$ cat config.mk
export PLATFORM = sky130hd
export DESIGN_NAME = seg7_scan_driver
export DESIGN_NICKNAME = d
export VERILOG_FILES = /design/src/rtl/seg7_pkg.sv /design/src/rtl/seg7_lzb_mask.sv /design/src/rtl/seg7_scan_driver.sv
export SDC_FILE = /design/constraint.sdc
export NUM_CORES = 1
export LEC_CHECK = 0
export CAP_MARGIN = 0
export CORE_MARGIN = 1.5
export CORE_UTILIZATION = 36
export DETAILED_ROUTE_END_ITERATION = 12
export GPL_ROUTABILITY_DRIVEN = 0
export PLACE_DENSITY = 0.64
export SETUP_SLACK_MARGIN = 0.2
export SLEW_MARGIN = 20
export SYNTH_ARGS = -nofsm -noshare
export SYNTH_HDL_FRONTEND = slang
export SYNTH_SLANG_ARGS = --single-unit
$ cat constraint.sdc
create_clock -name clk_i -period 1.9 [get_ports clk_i]
set_input_delay 0.19 -clock clk_i [delete_from_list [all_inputs] [get_ports clk_i]]
set_output_delay 0.19 -clock clk_i [all_outputs]
set_load 0.01 [all_outputs]
$ cat src/rtl/seg7_pkg.sv
// ============================================================================
// seg7_pkg : shared segment constants and glyph lookup for the scan driver
// Rev 1.0
// ============================================================================
`default_nettype none

package seg7_pkg;

   // Segment order is {a,b,c,d,e,f,g}, logical (active-high) sense.
   localparam logic [6:0] SEG_BLANK = 7'b0000000;
   localparam logic [6:0] GLYPH_0   = 7'b1111110;
   localparam logic [6:0] GLYPH_1   = 7'b0110000;
   localparam logic [6:0] GLYPH_2   = 7'b1101101;
   localparam logic [6:0] GLYPH_3   = 7'b1111001;
   localparam logic [6:0] GLYPH_4   = 7'b0110011;
   localparam logic [6:0] GLYPH_5   = 7'b1011011;
   localparam logic [6:0] GLYPH_6   = 7'b1011111;
   localparam logic [6:0] GLYPH_7   = 7'b1110010;
   localparam logic [6:0] GLYPH_8   = 7'b1111111;
   localparam logic [6:0] GLYPH_9   = 7'b1111011;
   localparam logic [6:0] GLYPH_A   = 7'b1110111;
   localparam logic [6:0] GLYPH_B   = 7'b0011111;
   localparam logic [6:0] GLYPH_C   = 7'b1001110;
   localparam logic [6:0] GLYPH_D   = 7'b0111101;
   localparam logic [6:0] GLYPH_E   = 7'b1001111;
   localparam logic [6:0] GLYPH_F   = 7'b1000111;

   function automatic logic [6:0] seg7_glyph(input logic [3:0] code, input logic hex_en);
      logic [6:0] g;
      case (code)
         4'h0:    g = GLYPH_0;
         4'h1:    g = GLYPH_1;
         4'h2:    g = GLYPH_2;
         4'h3:    g = GLYPH_3;
         4'h4:    g = GLYPH_4;
         4'h5:    g = GLYPH_5;
         4'h6:    g = GLYPH_6;
         4'h7:    g = GLYPH_7;
         4'h8:    g = GLYPH_8;
         4'h9:    g = GLYPH_9;
         4'hA:    g = hex_en ? GLYPH_A : SEG_BLANK;
         4'hB:    g = hex_en ? GLYPH_B : SEG_BLANK;
         4'hC:    g = hex_en ? GLYPH_C : SEG_BLANK;
         4'hD:    g = hex_en ? GLYPH_D : SEG_BLANK;
         4'hE:    g = hex_en ? GLYPH_E : SEG_BLANK;
         default: g = hex_en ? GLYPH_F : SEG_BLANK;
      endcase
      return g;
   endfunction

endpackage

`default_nettype wire

$ cat src/rtl/seg7_lzb_mask.sv
// ============================================================================
// seg7_lzb_mask : leading-zero blank mask for the displayed word
// Rev 1.0
// ============================================================================
`default_nettype none

module seg7_lzb_mask #(
   parameter int N_DIGITS = 4,
   parameter int LZB_EN   = 1
) (
   input  logic [4*N_DIGITS-1:0] num_i,
   input  logic [N_DIGITS-1:0]   dp_i,
   output logic [N_DIGITS-1:0]   blank_o
);

   logic w_run;

   // Walk down from the top digit; the run ends at the first nonzero code or set DP.
   always_comb begin
      blank_o = '0;
      w_run   = (LZB_EN != 0);
      for (int i = N_DIGITS - 1; i >= 1; i--) begin
         w_run      = w_run && (num_i[4*i +: 4] == 4'd0) && !dp_i[i];
         blank_o[i] = w_run;
      end
   end

endmodule

`default_nettype wire

$ cat src/rtl/seg7_scan_driver.sv
// ============================================================================
// seg7_scan_driver : time-multiplexed N-digit 7-segment driver with guard slots
// Rev 1.0
// ============================================================================
`default_nettype none

module seg7_scan_driver
   import seg7_pkg::*;
#(
   parameter int N_DIGITS    = 4,
   parameter int DIV         = 50000,
   parameter int GUARD       = 2,
   parameter int HEX_EN      = 0,
   parameter int LZB_EN      = 1,
   parameter int DIG_ACT_LOW = 1,
   parameter int SEG_ACT_LOW = 0
) (
   input  logic                  clk_i,
   input  logic                  rst_i,
   input  logic                  load_i,
   input  logic [4*N_DIGITS-1:0] num_i,
   input  logic [N_DIGITS-1:0]   dp_i,
   output logic [6:0]            seg_o,
   output logic                  dp_out_o,
   output logic [N_DIGITS-1:0]   an_o,
   output logic                  frame_o
);

   localparam int CNT_W = (DIV > 1) ? $clog2(DIV) : 1;
   localparam int IDX_W = (N_DIGITS > 1) ? $clog2(N_DIGITS) : 1;
   localparam int DW    = 5 * N_DIGITS;
   localparam logic [CNT_W-1:0] CNT_MAX = CNT_W'(DIV - 1);
   localparam logic [IDX_W-1:0] IDX_MAX = IDX_W'(N_DIGITS - 1);

   logic [CNT_W-1:0]    cnt_q, cnt_d;
   logic [IDX_W-1:0]    idx_q, idx_d;
   logic [DW-1:0]       pend_q, pend_d;
   logic [DW-1:0]       disp_q, disp_d;
   logic [6:0]          seg_q, seg_d;
   logic                dpo_q, dpo_d;
   logic [N_DIGITS-1:0] an_q, an_d;
   logic                frame_q, frame_d;

   logic                w_boundary;
   logic                w_guard;
   logic [3:0]          w_code;
   logic                w_dp;
   logic                w_blank;
   logic [N_DIGITS-1:0] w_blank_mask;

   generate
      if (GUARD > 0) begin : g_guard
         assign w_guard = (cnt_q < CNT_W'(GUARD));
      end else begin : g_noguard
         assign w_guard = 1'b0;
      end
   endgenerate

   seg7_lzb_mask #(
      .N_DIGITS (N_DIGITS),
      .LZB_EN   (LZB_EN)
   ) u_lzb (
      .num_i   (disp_q[4*N_DIGITS-1:0]),
      .dp_i    (disp_q[DW-1:4*N_DIGITS]),
      .blank_o (w_blank_mask)
   );

   assign w_boundary = (cnt_q == CNT_MAX) && (idx_q == IDX_MAX);

   always_comb begin
      cnt_d   = (cnt_q == CNT_MAX) ? '0 : cnt_q + 1'b1;
      idx_d   = idx_q;
      if (cnt_q == CNT_MAX) begin
         idx_d = (idx_q == IDX_MAX) ? '0 : idx_q + 1'b1;
      end
      pend_d  = load_i ? {dp_i, num_i} : pend_q;
      // A LOAD landing on the boundary cycle goes straight into the new frame.
      disp_d  = w_boundary ? pend_d : disp_q;
      frame_d = w_boundary;

      w_code  = 4'd0;
      w_dp    = 1'b0;
      w_blank = 1'b0;
      an_d    = '0;
      for (int i = 0; i < N_DIGITS; i++) begin
         if (idx_q == IDX_W'(i)) begin
            w_code  = disp_q[4*i +: 4];
            w_dp    = disp_q[4*N_DIGITS + i];
            w_blank = w_blank_mask[i];
            an_d[i] = 1'b1;
         end
      end

      seg_d = w_blank ? SEG_BLANK : seg7_glyph(w_code, HEX_EN != 0);
      dpo_d = w_dp;
      if (w_guard) begin
         an_d  = '0;
         seg_d = SEG_BLANK;
         dpo_d = 1'b0;
      end
   end

   always_ff @(posedge clk_i or posedge rst_i) begin
      if (rst_i) begin
         cnt_q   <= '0;
         idx_q   <= '0;
         pend_q  <= '0;
         disp_q  <= '0;
         seg_q   <= SEG_BLANK;
         dpo_q   <= 1'b0;
         an_q    <= '0;
         frame_q <= 1'b0;
      end else begin
         cnt_q   <= cnt_d;
         idx_q   <= idx_d;
         pend_q  <= pend_d;
         disp_q  <= disp_d;
         seg_q   <= seg_d;
         dpo_q   <= dpo_d;
         an_q    <= an_d;
         frame_q <= frame_d;
      end
   end

   assign an_o     = (DIG_ACT_LOW != 0) ? ~an_q : an_q;
   assign seg_o    = (SEG_ACT_LOW != 0) ? ~seg_q : seg_q;
   assign dp_out_o = (SEG_ACT_LOW != 0) ? ~dpo_q : dpo_q;
   assign frame_o  = frame_q;

endmodule

`default_nettype wire

* Word level (Yosys, flattened, before mapping)
Memories as Yosys holds them, arrays and structs flattened. Cells that the tools add are included.
Storage, ports and cells: register bits 71, memory bits (read-only) 112, bits of input ports 23, output and inout port bits 13, word-level logic and storage cells 52, memories 1
Operators by class: $add $sub $neg 2, order comparisons 1, equality and inequality tests 4, muxes and demuxes 22, bitwise logic cells 1, reductions and logical operators 13
Memories:
- (name not given) | words 16, width 7, read ports 1, clocked after memory_dff 0, wr ports 0, line seg7_pkg.sv:30 | case (code)
Operator list (number):
- $mux 20 | 1
- $mux 4 | 5
- $add 16x1->16 const B | 1
- $eq 16x16->1 const B | 1
- $lt 16x2->1 const B | 1
- $mux 16 | 1
- $mux 7 | 2
- $logic_not 4->1 | 3
- $mux 1 | 12
- $logic_and 1x1->1 | 6
- $eq 2x2->1 const B | 2
- $not 4->4 | 1
- $logic_not 1->1 | 3
- $add 2x1->2 const B | 1
- $eq 2x1->1 const B | 1
- $logic_not 2->1 | 1
- $mux 2 | 1

* Logic depth before layout (Yosys ltp)
Gate-level depths: netlist (run 1).
word-level depth 11, gate-level depth with buffers 11, gate-level depth less buffers 10

* Modules after synthesis
A second synthesis (run 1) with hierarchy kept.
Second synthesis, totals: cell total of the unflattened synthesis 266, area total of the unflattened synthesis 3397.0 um^2
By module, submodules not included:
- seg7_scan_driver | times used 1, cells each 256, area each 3319.4 um^2, sequential area each 1776.7 um^2
- seg7_lzb_mask | times used 1, cells each 10, area each 77.6 um^2, sequential area each 0.0 um^2

* Worst setup path after synthesis (run 1)
Ideal clock, no wire load.
path type flip-flop to flip-flop, start register idx_q[1], end register seg_q[3], in the netlist seg_o[3], setup time 151 ps, arrival 1950 ps, path slack -201 ps, cell stages (with the launch flop) 10, path buffers 1, clock period less this slack 2101 ps, cell sequence dfrtp_1 > inv_1 > ha_1 > buf_2 > nand3b_1 > a221oi_1 > inv_1 > ha_1 > o21ai_0 > a21oi_1
Between the ends: word-level cells in the longest chain between the ends 8
Ends and longest elaborated chain:
- start: declaration | line seg7_scan_driver.sv:36 | logic [IDX_W-1:0] idx_q, idx_d;
- start signal: assignment | line seg7_scan_driver.sv:115 | idx_q <= idx_d;
- $logic_not 2->1 | line seg7_scan_driver.sv:86 | if (idx_q == IDX_W'(i)) begin
- $mux 4 (4 in a row) | line seg7_scan_driver.sv:86
- $mem_v2 16x7
- $mux 7 * | line seg7_scan_driver.sv:94 | seg_d = w_blank ? SEG_BLANK : seg7_glyph(w_code, HEX_EN != 0);
- $mux 7 * | line seg7_scan_driver.sv:96 | if (w_guard) begin
- net seg_d[3] | line seg7_scan_driver.sv:39 | logic [6:0] seg_q, seg_d;
- end signal: assignment | line seg7_scan_driver.sv:118 | seg_q <= seg_d;
- end: declaration | line seg7_scan_driver.sv:39
Mark *: on every way through the listed nets, which the timed path passes. The rest lies on a longest branch. A chain may end at the register's enable or synchronous reset.

* Worst setup path in the final report (run 1)
start register idx_q[0], end register seg_q[0], in the netlist seg_o[0]
The elaborated chain is that of the path after synthesis.

==> impl_metrics.csv, run 1 <==
group,metric,value,unit
synthesis,synth_compound_area_frac,0.0619,
setup_path,path_max_fanout,9,
sta,tns,-0.00192,ns
clocking,clockBufferDepth,2,
run,drv_cap,0,
pwr,peakVddDrop,0.377,mV
sta,finalClockSkew,0.0115,ns
synthesis,synthFlopType,"dfrtp_1",
clocking,insertion_delay,0.34,ns
die,die_w,99.3,µm
synthesis,yosysSeqAreaShare,0.533,
grt,grt_pass1_wl,11200,µm
sta,hold_viol,0,
synthesis,synth_top_family_by_area,"multiplexers",
route,post_drt_wl_per_cell,14.5,µm
grt,use_met2,0.238,
pwr,power.leakage,2.03,nW
pwr,power_density,681,nW/µm²
clocking,clock-sinks,71,
clocking,clockRootBuffer,"clkbuf_8",
setup_path,rrSetupSlack,-0.002,ns
die,pin_count,36,
clocking,cts_buffers,9,
sta,finalMaxSlewViolations,0,
grt,use_met1,0.184,
synthesis,synth-seq-cells,71,
route,drtAntennaViolNets,0,
synthesis,netlist_area,3340,µm²
die,dieArea,9850,µm²
sta,finalHoldWorstSlack,0.257,ns
sta,fin_crit,1.90,ns
grt,grt_pass1_vias,2357,
grt,track_usage,0.142,
setup_path,worst_setup_path_start_kind,"register",
clocking,htreeDepth,3,
sta,fmax,0.526,GHz
synthesis,synth_top_area_frac,0.533,
setup_path,critPathArrivalTime,2.16,ns
synthesis,synth_fa_ha_area_frac,0.0338,
layout,design_area,4530,µm²
status,status,"complete, but fails checks",
route,drt_iter0_markers,62,
setup_path,reg2reg_to,"seg_o[0]",
synthesis,syn-instance-count,269,
clocking,cts_tree,"yes",
sta,fin_ws,-0.00192,ns
route,first_pass_iters,4,
layout,post-route-util,0.512,
placed_design,io_buffers,35,
setup_path,startpoint,"idx_q[0]",
sta,slew_headroom,0.615,
min_path,hp-class,"input port to async pin",
layout,n_fill_cell,777,
layout,n_antenna_cell,0,
placed_design,dpl_cell_area,4000,µm²
clocking,clkTransAtPathRegs,0.07,ns
route,drc,0,
synthesis,synth_xor_area_frac,0.0368,
synthesis,yosys_warnings,0,
route,via_per_inst,4.98,
synthesis,syn_nets,301,
synthesis,synth_area_leaders,"dfrtp_1 53%, mux2_4 9.0%, mux2_2 6.8%",
layout,drive_gt1_frac,0.420,
die,row_count,34,
setup_path,worstPathRequired,2.15,ns
sta,finalCritPeriodShare,1.00,
route,vias,2273,
die,core,8850,µm²
synthesis,yosysUniqueCellTypes,47,
sta,tightest_slew,0.576,ns
synthesis,synth_top_cell_by_area,"dfrtp_1",
die,die_h,99.3,µm
layout,nNetsFinal,375,
setup_path,reg2reg_from,"idx_q[0]",
setup_path,endpoint,"seg_o[0]",
layout,syn_to_final_growth,35.8,%
synthesis,synthSimpleGateAreaFrac,0.143,
sta,final-setup-viol-count,1,
synthesis,yosys-mux-area-fraction,0.158,
grt,busiest_layer,"met2",
pwr,finalPower,3.09,mW
synthesis,synthArstFlopShare,1.00,
synthesis,synth_edf_count,0,
route,wl,6610,µm
setup_path,rr_worst_depth,7,
synthesis,postSynthAreaPerCell,12.4,µm²
status,violations,"negative setup slack",
sta,rsz0062_at_grt,"yes",
grt,grt_max_degree,27,
setup_path,end_kind,"register",
grt,use_met3,0.0337,
die,initial_core_util,0.377,
grt,antenna_found_initial,0,
placed_design,dp_hpwl,4550,µm
grt,overflow,0,
setup_path,worstSetupPathType,"register to register",
==> worst min-delay path by stage <==
stage | start | endpoint | slack, ns | cells past startpoint
after detailed placement | cnt_q[0] | cnt_q[0] | 0.48 | 1
after CTS | rst_i | cnt_q[10] | 0.26 | 2
after global placement | cnt_q[0] | cnt_q[0] | 0.47 | 1
final | rst_i | cnt_q[15] | 0.26 | 2
after global routing | rst_i | disp_q[17] | 0.29 | 2
after floorplan | num_i[0] | pend_q[0] | 0.36 | 1
==> metrics by stage <==
step           cells  setup WS, ns
6_report         456      -0.00192
5_1_grt          456        -0.130
4_1_cts          449        0.0175
3_5_place_dp     425       -0.0922
3_3_place_gp     425       -0.0831
2_1_floorplan    269      -0.00947
==> repair_timing <==
item,CTS,global route
endpoints found under the setup margin,27,31
gates resized for setup,28,31
pin swaps,8,17
setup buffers,8,7
hold buffers,0,0
==> synthesized netlist by cell type, types with 2 or more instances <==
cell type	n
nor2_1	14
nor4_2	3
and4_1	2
buf_6	3
and2_1	4
nand2_1	22
o21ai_0	7
nor2b_1	3
nor4_1	3
mux2_4	20
o211ai_1	2
a211oi_1	3
nand3b_1	4
dfrtp_1	71
ha_1	9
and3_1	2
a21oi_2	2
nor3_1	3
buf_2	2
clkbuf_1	2
nand3_1	8
nor3b_1	3
inv_1	13
nand4_1	2
a21oi_1	8
mux2_2	20
xnor2_1	6
buf_4	2
xor2_1	8
==> routing by layer <==
metal	wire, µm	vias up	share of wire
met5	0	-	0
met4	72	0	0.011
met3	270	8	0.041
met2	3340	43	0.51
met1	2920	1133	0.44
li1	-	1089	-
==> report_power, final <==
group,internal (mW),switching [mW]
Clock,0.581,0.557
Combinational,0.191,0.132
Sequential,1.59,0.0358
==> area by class of cell <==
type | instances | area (µm²) | share of cell area
Multi-Input combinational cell | 176 | 1650 | 0.365
Timing Repair Buffer | 72 | 704 | 0.156
Sequential cell | 71 | 1780 | 0.393
Inverter | 13 | 60.1 | 0.0133
Clock inverter | 4 | 28.8 | 0.00635
Clock buffer | 12 | 165 | 0.0365
Tap cell | 108 | 135 | 0.0298
==> critical path: stages, from the launching register on <==
cell      delay, ns
dfrtp_2        0.46
buf_4          0.16
ha_4           0.20
buf_6          0.14
nor2b_1        0.14
a211o_2        0.36
xnor2_1        0.16
a211oi_2       0.21
==> sequential cells by signal, summed over array words and instances, names as in the netlist <==
register and count:
seg_o 7, frame_o 1, dp_out_o 1, pend_q 20, idx_q 2, disp_q 20
an_q 4, cnt_q 16
==> kinds of logic (layout without fill, tap and decap cells) <==
logic type,count (synthesis),in the layout
buffers and inverters,22,101
XOR/XNOR,14,14
AND/OR/NAND/NOR,83,83
multiplexers,40,40
AO/OA/AOI/OAI,30,30
flip-flops,71,71
adder cells (fa/ha/maj),9,9
==> layout by cell type (no fill, tap or decap), drive strengths merged, types with 4 or more instances in the layout <==
cell,synthesis,final
dfrtp,71,71
mux2,40,40
buf,7,37
clkdlybuf4s50,0,35
nand2,23,23
nor2,14,14
clkbuf,2,12
inv,13,12
a21oi,10,10
ha,9,9
xor2,8,8
nand3,8,8
o21ai,8,8
xnor2,6,6
and2,6,6
nor4,6,6
nand3b,4,4
a211oi,4,4
nor3,4,4
Power figures use the tool's default switching activity.
==> run 2, diff against run 1 <==
--- a/config.mk
+++ b/config.mk
@@ -7,10 +7,10 @@
 export LEC_CHECK = 0
 export CAP_MARGIN = 0
 export CORE_MARGIN = 1.5
-export CORE_UTILIZATION = 36
+export CORE_UTILIZATION = 25
 export DETAILED_ROUTE_END_ITERATION = 12
 export GPL_ROUTABILITY_DRIVEN = 0
-export PLACE_DENSITY = 0.64
+export PLACE_DENSITY = 0.5
 export SETUP_SLACK_MARGIN = 0.2
 export SLEW_MARGIN = 20
 export SYNTH_ARGS = -nofsm -noshare
==> constraint.sdc (replaced) <==
create_clock -name clk_i -period 1.9 [get_ports clk_i]
set_input_delay 0.38 -clock clk_i [delete_from_list [all_inputs] [get_ports clk_i]]
set_output_delay 0.38 -clock clk_i [all_outputs]
set_load 0.01 [all_outputs]
==> run 2 against run 1 <==
Compared with the run above: sequential cell count stayed put; critical path type unchanged; non-clock buffer count is 2 lower; sequential power hardly changed; highest routed layer unchanged; the run now ends clean; sequential share of layout area is 0.90 points lower; register-to-register slack hardly changed.
==> impl_metrics.csv, run 2 (synthesized netlist as in run 1, its figures left out) <==
group,metric,value,unit
pwr,power.leakage,2.05,nW
clocking,htreeDepth,3,
setup_path,worstPathRequired,2.10,ns
status,status,"finished, final reports clean",
die,dieArea,14000,µm²
setup_path,worstSetupPathType,"register to register",
setup_path,critPathArrivalTime,2.09,ns
clocking,clockRootBuffer,"clkbuf_16",
layout,drive_gt1_frac,0.376,
sta,hold_viol,0,
sta,finalMaxSlewViolations,0,
route,first_pass_iters,4,
pwr,peakVddDrop,0.362,mV
die,pin_count,36,
sta,final-setup-viol-count,0,
min_path,hp-class,"input port to async pin",
grt,grt_max_degree,45,
route,drt_iter0_markers,61,
sta,finalClockSkew,0.00801,ns
pwr,pwr-share-comb,0.091,
clocking,insertion_delay,0.33,ns
setup_path,rrSetupSlack,0.008,ns
die,row_count,42,
pwr,intPower,2.73,mW
die,initial_core_util,0.254,
layout,multi_input_area,1620,µm²
placed_design,dp_hpwl,4720,µm
route,via_per_inst,4.24,
grt,antenna_found_initial,0,
sta,rsz0062_at_grt,"yes",
layout,reg_top3,"disp_q x20, pend_q x20, cnt_q x16",
setup_path,crit_slowest_cell,"or4b_4",
grt,overflow,0,
placed_design,dpl_cell_area,4080,µm²
pwr,p_switching,0.757,mW
route,post_drt_wl_per_cell,13.2,µm
layout,n_fill_cell,1296,
sta,slew_headroom,0.671,
route,drc,0,
clocking,cts_buffers,9,
setup_path,cp_slowest_stage_delay,0.49,ns
route,vias,2212,
sta,finalHoldWorstSlack,0.463,ns
layout,regArea,1780,µm²
grt,grt_pass1_wl,11400,µm
layout,most-common-layout-cells,"68 x dfrtp_1, 34 x clkdlybuf4s50_1, 29 x buf_4, 22 x nand2_1",
sta,fin_crit,1.89,ns
setup_path,path_max_fanout,11,
sta,finalCritPeriodShare,0.996,
grt,track_usage,0.104,
run,drv_cap,0,
clocking,clockBufferDepth,2,
pwr,p_sw_frac,0.217,
die,die_h,119,µm
setup_path,crit_chain,"inv_2, ha_4, or4b_4, nor3_4, o21ai_2, o311ai_4, a21oi_1",
clocking,clock-sinks,71,
die,die_w,119,µm
setup_path,worst_setup_path_start_kind,"register",
pwr,power_density,753,nW/µm²
sta,fmax,0.529,GHz
setup_path,end_kind,"register",
placed_design,io_buffers,35,
layout,syn_to_final_growth,38.9,%
route,drtAntennaViolNets,0,
pwr,pwr-share-clk,0.442,
sta,tightest_slew,0.489,ns
clocking,clkTransAtPathRegs,0.05,ns
layout,nNetsFinal,373,
layout,design_area,4630,µm²
route,wl,6900,µm
pwr,seqPwrFrac,0.467,
layout,final_common_cell,"dfrtp_1",
grt,grt_pass1_vias,2334,
clocking,cts_tree,"yes",
die,core,13100,µm²
layout,n_antenna_cell,0,
==> run 2: worst max-delay path: cells and delay by family (launching register included) <==
family	cells	cell delay [ns]
AND/OR/NAND/NOR	2	0.72
flip-flops	1	0.40
AO/OA/AOI/OAI	3	0.32
adder cells (fa/ha/maj)	1	0.20
buffers and inverters	1	0.12
==> run 2: area by class of cell <==
type | count | area share
Tap cell | 176 | 0.0475
Timing Repair Buffer | 70 | 0.146
Inverter | 13 | 0.0113
Clock inverter | 3 | 0.00378
Sequential cell | 71 | 0.384
Multi-Input combinational cell | 176 | 0.351
Clock buffer | 13 | 0.0562
==> run 2: routing by layer <==
metal | global-route usage | vias up | part of all wire | wire (µm)
met3 | 0.0362 | 13 | 0.039 | 272
met1 | 0.121 | 1070 | 0.44 | 3010
li1 | - | 1088 | - | -
met5 | 0 | - | 0 | 0
met2 | 0.172 | 41 | 0.50 | 3460
met4 | 0.0497 | 0 | 0.023 | 157
==> run 2: through the flow <==
stage,instances,setup WS [ns],setup TNS (ns),power (mW),utilization
CTS,516,-0.00771,-0.00989,3.55,0.345
detailed placement,493,-0.0602,-0.239,1.97,0.311
global route,522,-0.116,-0.642,3.63,0.353
global placement,493,-0.0502,-0.187,1.96,0.311
floorplan,269,0.00715,0,1.82,-
finish,522,0.00818,0,3.49,0.353
==> run 2: path summary, 6_finish.rpt <==
kind	startpoint	to	depth (start not counted)
min in group clk_i	pend_q[19]	pend_q[19]	1
max in group asynchronous	rst_i	cnt_q[6]	3
worst max register to register	idx_q[1]	seg_o[3]	7
worst min-delay path	rst_i	cnt_q[3]	3
worst max-delay path	idx_q[1]	seg_o[3]	7
worst min register to register	pend_q[19]	pend_q[19]	1
==> run 2: repair_timing <==
action | CTS | global route
cloned | 0 | 0
hold buffers | 0 | 0
setup endpoints to repair | 27 | 34
pin swaps | 6 | 10
setup buffers | 7 | 6
gates resized for setup | 23 | 15
==> run 2: power by group through the flow <==
stage | logic (mW) | clock network, mW | registers (mW)
after CTS | 0.322 | 1.60 | 1.63
after floorplan | 0.173 | 0 | 1.65
after global placement | 0.310 | 0 | 1.65
after detailed placement | 0.314 | 0 | 1.65
final | 0.316 | 1.54 | 1.63
after global routing | 0.347 | 1.65 | 1.64
